==> src/rtl/idecode_pipe.sv <==
// idecode_pipe: MIPS-style instruction decode stage with a 32-entry register
// file, write-through bypass and an ID/EX pipeline register.
// Optional feature: define ID_HAZARD_DETECT_EN to enable load-use stall detection;
// without it, stall is tied low and no load-use bubbles are inserted.
module idecode_pipe #(
   parameter int DATA_W        = 32,
   parameter bit REG_INIT_ZERO = 1'b1
) (
   input  logic              clk,
   input  logic              rst,
   input  logic [31:0]       if_id_instr,
   input  logic [DATA_W-1:0] if_id_npc,
   input  logic              if_id_valid,
   input  logic [4:0]        wb_rd,
   input  logic              wb_regwrite,
   input  logic [DATA_W-1:0] wb_writedata,
   input  logic              ex_flush,
   output logic              stall,
   output logic              id_ex_valid,
   output logic [1:0]        wb_ctlout,
   output logic [2:0]        m_ctlout,
   output logic              regdst,
   output logic              alusrc,
   output logic [1:0]        aluop,
   output logic [DATA_W-1:0] npcout,
   output logic [DATA_W-1:0] rdata1out,
   output logic [DATA_W-1:0] rdata2out,
   output logic [DATA_W-1:0] s_extendout,
   output logic [4:0]        instrout_2521,
   output logic [4:0]        instrout_2016,
   output logic [4:0]        instrout_1511
);

   localparam logic [5:0] OP_RTYPE = 6'b000000;
   localparam logic [5:0] OP_LW    = 6'b100011;
   localparam logic [5:0] OP_SW    = 6'b101011;
   localparam logic [5:0] OP_BEQ   = 6'b000100;

   logic [DATA_W-1:0] r_regs [32];

   logic [5:0]        w_opcode;
   logic [4:0]        w_rs;
   logic [4:0]        w_rt;
   logic [4:0]        w_rd;
   logic [1:0]        w_wb;
   logic [2:0]        w_m;
   logic              w_regdst;
   logic              w_alusrc;
   logic [1:0]        w_aluop;
   logic [DATA_W-1:0] w_rdata1;
   logic [DATA_W-1:0] w_rdata2;
   logic [DATA_W-1:0] w_sext;
   logic              w_bubble;

   assign w_opcode = if_id_instr[31:26];
   assign w_rs     = if_id_instr[25:21];
   assign w_rt     = if_id_instr[20:16];
   assign w_rd     = if_id_instr[15:11];
   assign w_sext   = DATA_W'($signed(if_id_instr[15:0]));

   // Main control decode: opcode to WB/M/EX control fields, unknown opcodes give all zeros
   always_comb begin
      w_wb     = 2'b00;
      w_m      = 3'b000;
      w_regdst = 1'b0;
      w_alusrc = 1'b0;
      w_aluop  = 2'b00;
      case (w_opcode)
         OP_RTYPE: begin
            w_wb     = 2'b10;
            w_regdst = 1'b1;
            w_aluop  = 2'b10;
         end
         OP_LW: begin
            w_wb     = 2'b11;
            w_m      = 3'b010;
            w_alusrc = 1'b1;
         end
         OP_SW: begin
            w_m      = 3'b001;
            w_alusrc = 1'b1;
         end
         OP_BEQ: begin
            w_m      = 3'b100;
            w_aluop  = 2'b01;
         end
         default: begin
            w_wb     = 2'b00;
         end
      endcase
   end

   // Register file reads; r0 is hard zero and a same-cycle writeback is forwarded
   always_comb begin
      w_rdata1 = '0;
      w_rdata2 = '0;
      if (w_rs != 5'd0) begin
         if (wb_regwrite && (wb_rd == w_rs)) w_rdata1 = wb_writedata;
         else                                w_rdata1 = r_regs[w_rs];
      end
      if (w_rt != 5'd0) begin
         if (wb_regwrite && (wb_rd == w_rt)) w_rdata2 = wb_writedata;
         else                                w_rdata2 = r_regs[w_rt];
      end
   end

`ifdef ID_HAZARD_DETECT_EN
   logic w_usesRt;
   logic w_loadUse;

   assign w_usesRt = (w_opcode == OP_RTYPE) || (w_opcode == OP_SW) || (w_opcode == OP_BEQ);

   // Load in EX whose destination is a source of the instruction now in ID
   always_comb begin
      w_loadUse = id_ex_valid && m_ctlout[1] && (instrout_2016 != 5'd0) && if_id_valid &&
                  ((instrout_2016 == w_rs) || (w_usesRt && (instrout_2016 == w_rt)));
   end

   // A flushed instruction never needs to wait, and reset always releases the hold
   assign stall = w_loadUse && !ex_flush && !rst;
`else
   assign stall = 1'b0;
`endif

   assign w_bubble = ex_flush || stall || !if_id_valid;

   // Register file write port; reset optionally clears it and always blocks writebacks
   always_ff @(posedge clk) begin
      if (rst) begin
         if (REG_INIT_ZERO) begin
            for (int i = 0; i < 32; i++) r_regs[i] <= '0;
         end
      end else if (wb_regwrite && (wb_rd != 5'd0)) begin
         r_regs[wb_rd] <= wb_writedata;
      end
   end

   // ID/EX pipeline register; bubbles zero the control fields but data still loads
   always_ff @(posedge clk) begin
      if (rst) begin
         id_ex_valid   <= 1'b0;
         wb_ctlout     <= 2'b00;
         m_ctlout      <= 3'b000;
         regdst        <= 1'b0;
         alusrc        <= 1'b0;
         aluop         <= 2'b00;
         npcout        <= '0;
         rdata1out     <= '0;
         rdata2out     <= '0;
         s_extendout   <= '0;
         instrout_2521 <= 5'd0;
         instrout_2016 <= 5'd0;
         instrout_1511 <= 5'd0;
      end else begin
         id_ex_valid   <= !w_bubble;
         wb_ctlout     <= w_bubble ? 2'b00 : w_wb;
         m_ctlout      <= w_bubble ? 3'b000 : w_m;
         regdst        <= w_bubble ? 1'b0 : w_regdst;
         alusrc        <= w_bubble ? 1'b0 : w_alusrc;
         aluop         <= w_bubble ? 2'b00 : w_aluop;
         npcout        <= if_id_npc;
         rdata1out     <= w_rdata1;
         rdata2out     <= w_rdata2;
         s_extendout   <= w_sext;
         instrout_2521 <= w_rs;
         instrout_2016 <= w_rt;
         instrout_1511 <= w_rd;
      end
   end

endmodule
==> config.mk <==
export PLATFORM = sky130hd
export DESIGN_NAME = idecode_pipe
export DESIGN_NICKNAME = d
export VERILOG_FILES = /design/src/rtl/idecode_pipe.sv
export SDC_FILE = /design/constraint.sdc
export NUM_CORES = 2
export LEC_CHECK = 0
export ABC_AREA = 1
export CAP_MARGIN = 15
export CELL_PAD_IN_SITES_DETAIL_PLACEMENT = 1
export CELL_PAD_IN_SITES_GLOBAL_PLACEMENT = 2
export CORE_MARGIN = 5
export CORE_UTILIZATION = 34
export CTS_BUF_LIST = sky130_fd_sc_hd__clkbuf_4
export DETAILED_ROUTE_END_ITERATION = 16
export PLACE_DENSITY_LB_ADDON = 0.1
export SLEW_MARGIN = 20
export SYNTH_ARGS = -nofsm -noshare
export SYNTH_HDL_FRONTEND = slang
export SYNTH_SLANG_ARGS = --single-unit
export TNS_END_PERCENT = 10
==> constraint.sdc <==
create_clock -name clk -period 2.9 [get_ports clk]
set_input_delay 0.58 -clock clk [delete_from_list [all_inputs] [get_ports clk]]
set_output_delay 0.58 -clock clk [all_outputs]
set_load 0.02 [all_outputs]
; ---- After elaboration in Yosys (flattened, before gate mapping)
; Memories as Yosys holds them, arrays and structs flattened. A register that Yosys moved wholly into a read port is not among the register bits.
; Index checks and enable logic that the tools add are counted.
[word_totals]
regBits = 73
ram_bits = 1024
input_bits = 106
memories = 1
[op_classes]
n_eq_ne = 3
muxes = 13
bitwise_logic = 2
n_reduce_logical = 13
[mem_list]
columns = name, words, word_bits, rd, rd_ports_with_merged_regs, write_ports, line
row1 = r_regs, 32, 32, 2, 2, 32, 39  ; logic [DATA_W-1:0] r_regs [32];
[ops]
columns = cell, count
row1 = two-way mux 32 bit, 1
row2 = OR reduction 32 bit, 1
row3 = nonzero test 5 bit, 3
row4 = "== test 6 bit, second input constant", 2
row5 = case mux 3 bit (3 select lines), 1
row6 = two-way mux 1 bit, 8
row7 = case mux 2 bit (2 select lines), 2
row8 = OR reduction 2 bit, 4
row9 = "== test 6 x 3 -> 1 bit, second input constant", 1
row10 = logical NOT 6 bit, 1
row11 = two-way mux 5 bit, 1
row12 = logical NOT 1 bit, 2
row13 = inverter 1 bit, 2
row14 = logical AND 1 bit, 1
row15 = logical OR 1 bit, 1

; ---- Longest topological paths before layout
[depth]
ltp_word = 7
ltp_mapped = 13
ltp_nobuf = 10

; ---- Worst setup path before layout
; No wires, ideal clock.
[synth_timing]
kind = input port to flip-flop
startpoint = input wb_rd[4]
endpoint = memory r_regs[17][0], enable pin
arrival_time_ns = 2.500
t_required_ns = 2.511
slack_ns = 0.011
cell_stages = 13
path_buffers = 3
cell_sequence = clkbuf_2 > inv_1 > nand3_1 > inv_1 > nand2_1 > nand3_1 > inv_1 > buf_4 > nand3_1 > inv_1 > nand2_1 > buf_2 > nand2_1
[synth_rtl]
columns = element, line
row1 = from (decl), 14  ; input logic [4:0] wb_rd,
row2 = to (decl), 39

; ---- Worst setup path in the final report
[layout_timing]
startpoint = register rdata1out[31], read port of r_regs
endpoint = output rdata1out[31]
[layout_rtl]
columns = element, line
row1 = from (decl), 26  ; output logic [DATA_W-1:0] rdata1out,
; No word-level cell between the ends.

==> out/metrics.yaml <==
critical_path:
  cp_top_family: "buffers and inverters"
  cp_data_required_time_ps: 2320
  cpMaxStageDelayCell: "dlygate4sd2_1"
  path_cells: "dlygate4sd2_1"
  path_buf_inv: 1
  worstSetupPathType: "reg2out"
  cp_slowest_stage_delay_ps: 400
  start_kind: "register"
  crit_path_max_fanout: 1
  crit_path_end_kind: "output pin"
  cp.arrival_ps: 2170
route:
  wl_mm: 318
  dr.pass1.iters: 6
  postRouteAntennaNets: 0
  num_vias: 61878
  drc: 0
  dr.first_iter.drc_count: 5044
  avgViaCountPerCell: 5.33
  wl_per_cell_um: 27.4
sta:
  skew_ps: 68.7
  fin_hold_ws_ps: 170
  setup_viol: 0
  slew_violations: 0
  timing.final.crit_share_pct: 94.8
  slew_headroom_pct: 50.5
  setup_ws_ps: 150
  tightest_slew_ps: 742
  fmax_mhz: 364
  hold_violations: 0
  fin_crit_ps: 2750
floorplanning:
  dieHeight_um: 439
  die_area_sq_mm: 0.192
  core_sq_mm: 0.183
  start_util_pct: 34.2
  fp.dieW_um: 439
  fp-row-count: 157
  ios: 260
global_routing:
  grt_util_all_layers_pct: 32.2
  antenna_found_initial: 13
  grt_max_degree: 91
  overflow: 0
  grt_pass1_wl_mm: 446
  grt_pass1_vias: 62294
cells_and_area:
  syn2layout_area_growth_pct: 23.5
  layout-drive-gt1-share_pct: 12.0
  final_common_cell: "nand2_1"
  final_core_util_pct: 42.2
  final_cell_mix: "nand2_1 (2586), nor2_1 (1614), nand3_1 (1032)"
  fin_nets: 8988
hold_path:
  hp-class: "in2reg"
cts:
  numCtsBuffers: 354
  clock-sinks: 1154
  clk_pin_slew_worst_paths_ps: 60
  clk_latency_ps: 1390
  htreeDepth: 5
  cts_tree: "done"
  clk_path_buf_depth: 4
  root_buffer: "clkbuf_4"
synthesis:
  synth-compound-area-share_pct: 3.30
  synth_top_family_by_area: "simple AND/OR/NAND/NOR gates"
  netlist_area_sq_mm: 0.0625
  synth_simple_gate_area_share_pct: 34.2
  ys_types: 22
  synthCells: 8286
  synthMuxAreaShare_pct: 0
  yosysSeqAreaShare_pct: 53.4
  synth.avg_cell_area_sq_um: 7.54
  ys_seq_elements: 1154
  synth-warning-count: 0
  synthAdderAreaFrac_pct: 0
  synth_xor_area_share_pct: 0.0841
power_and_ir_drop:
  power_density_mw_per_mm2: 546
  p_total_mw: 42.1
  ir_drop_uv: 408
  leakage_nw: 35.2
placed_design:
  gp_congestion: 0.889
  dp_hpwl_mm: 205
  port_buffers: 258
  place_worst_setup_slack_ps: -136
job:
  max_cap_violations: 0
run_status:
  outcome: "finished clean"
cells by family (layout without fill, tap and decap cells):
group           count (synthesis)  after routing
simple gates                 5329           5329
buf+inv                      1423           2230
flops                        1154           1154
compound gates                373            373
xor+xnor                        6              6
other cells                     1             44
where the power goes:
part           switching, mW  total, mW  internal [mW]
logic                   4.77       6.90           2.13
clock network           7.77       15.7           7.95
registers              0.485       19.5           19.0
cell type report:
| cell class | count | area [sq um] |
|---|---|---|
| clock buffers | 505 | 3790 |
| inverters | 765 | 2900 |
| flip-flops and latches | 1154 | 33400 |
| fillers | 22177 | 106000 |
| diodes | 11 | 27.5 |
| multi-input cells | 5741 | 23800 |
| well taps | 2464 | 3080 |
| repair buffers | 866 | 9830 |
| clock inverters | 94 | 368 |
final timing paths:
kind                                       from             to  slack (ps)  depth (start not counted)
worst min register to register   r_regs[24][26]  rdata2out[26]         830                          6
worst min-delay path            if_id_instr[20]  rdata2out[26]         170                          7
worst max-delay path              rdata1out[31]  rdata1out[31]         150                          1
worst max register to register    r_regs[7][13]  rdata1out[13]        1060                          9
state kept, by name, indices dropped and copies added, names as in the netlist, 2 cells and up:
register and count:
instrout_2521 5, rdata1out 32, m_ctlout 2, s_extendout 11, rdata2out 32, wb_ctlout 2, instrout_1511 5, instrout_2016 5
r_regs 1024, npcout 32
cells in the mapped netlist:
cell type / count / area, sq um
inv_1: 760 / 2850
o21ai_0: 204 / 1020
buf_4: 25 / 188
clkinv_1: 3 / 11.3
nor2_1: 1619 / 6080
o211ai_1: 78 / 586
dfxtp_1: 130 / 2600
nand4_1: 4 / 25.0
buf_1: 69 / 259
inv_2: 2 / 7.51
clkbuf_1: 395 / 1480
or2_2: 11 / 68.8
edfxtp_1: 1024 / 30700
xor2_1: 1 / 8.76
xnor2_1: 5 / 43.8
clkbuf_2: 1 / 5.00
nor3_1: 12 / 60.1
a21oi_1: 91 / 455
conb_1: 1 / 3.75
nand2_1: 2651 / 9950
nand3_1: 1032 / 5160
buf_2: 168 / 841
stage by stage:
stage               setup TNS (ps)  cells  cell area [sq um]
finish                           0  11600              77200
global route                  -224  11597              77200
CTS                          -11.0  11589              77100
detailed placement          -12510  10840              71700
global placement            -48970  10840              71700
floorplan                        0   8318              62600
what timing repair did:
action                                  in CTS  in global routing
setup buffers                                0                  0
endpoints found under the hold margin      141                  0
gates resized for setup                    162                  0
hold buffers                               150                  0
endpoints found under the setup margin     153                  0
per-layer routing:
layer  track usage (%)  share of wire [%]
met2              53.7                 47
met1              40.8                 41
met4              15.8                5.4
met3              4.82                6.7
met5                 0             0.0079
Note: power is estimated with default switching activity, not from simulation.
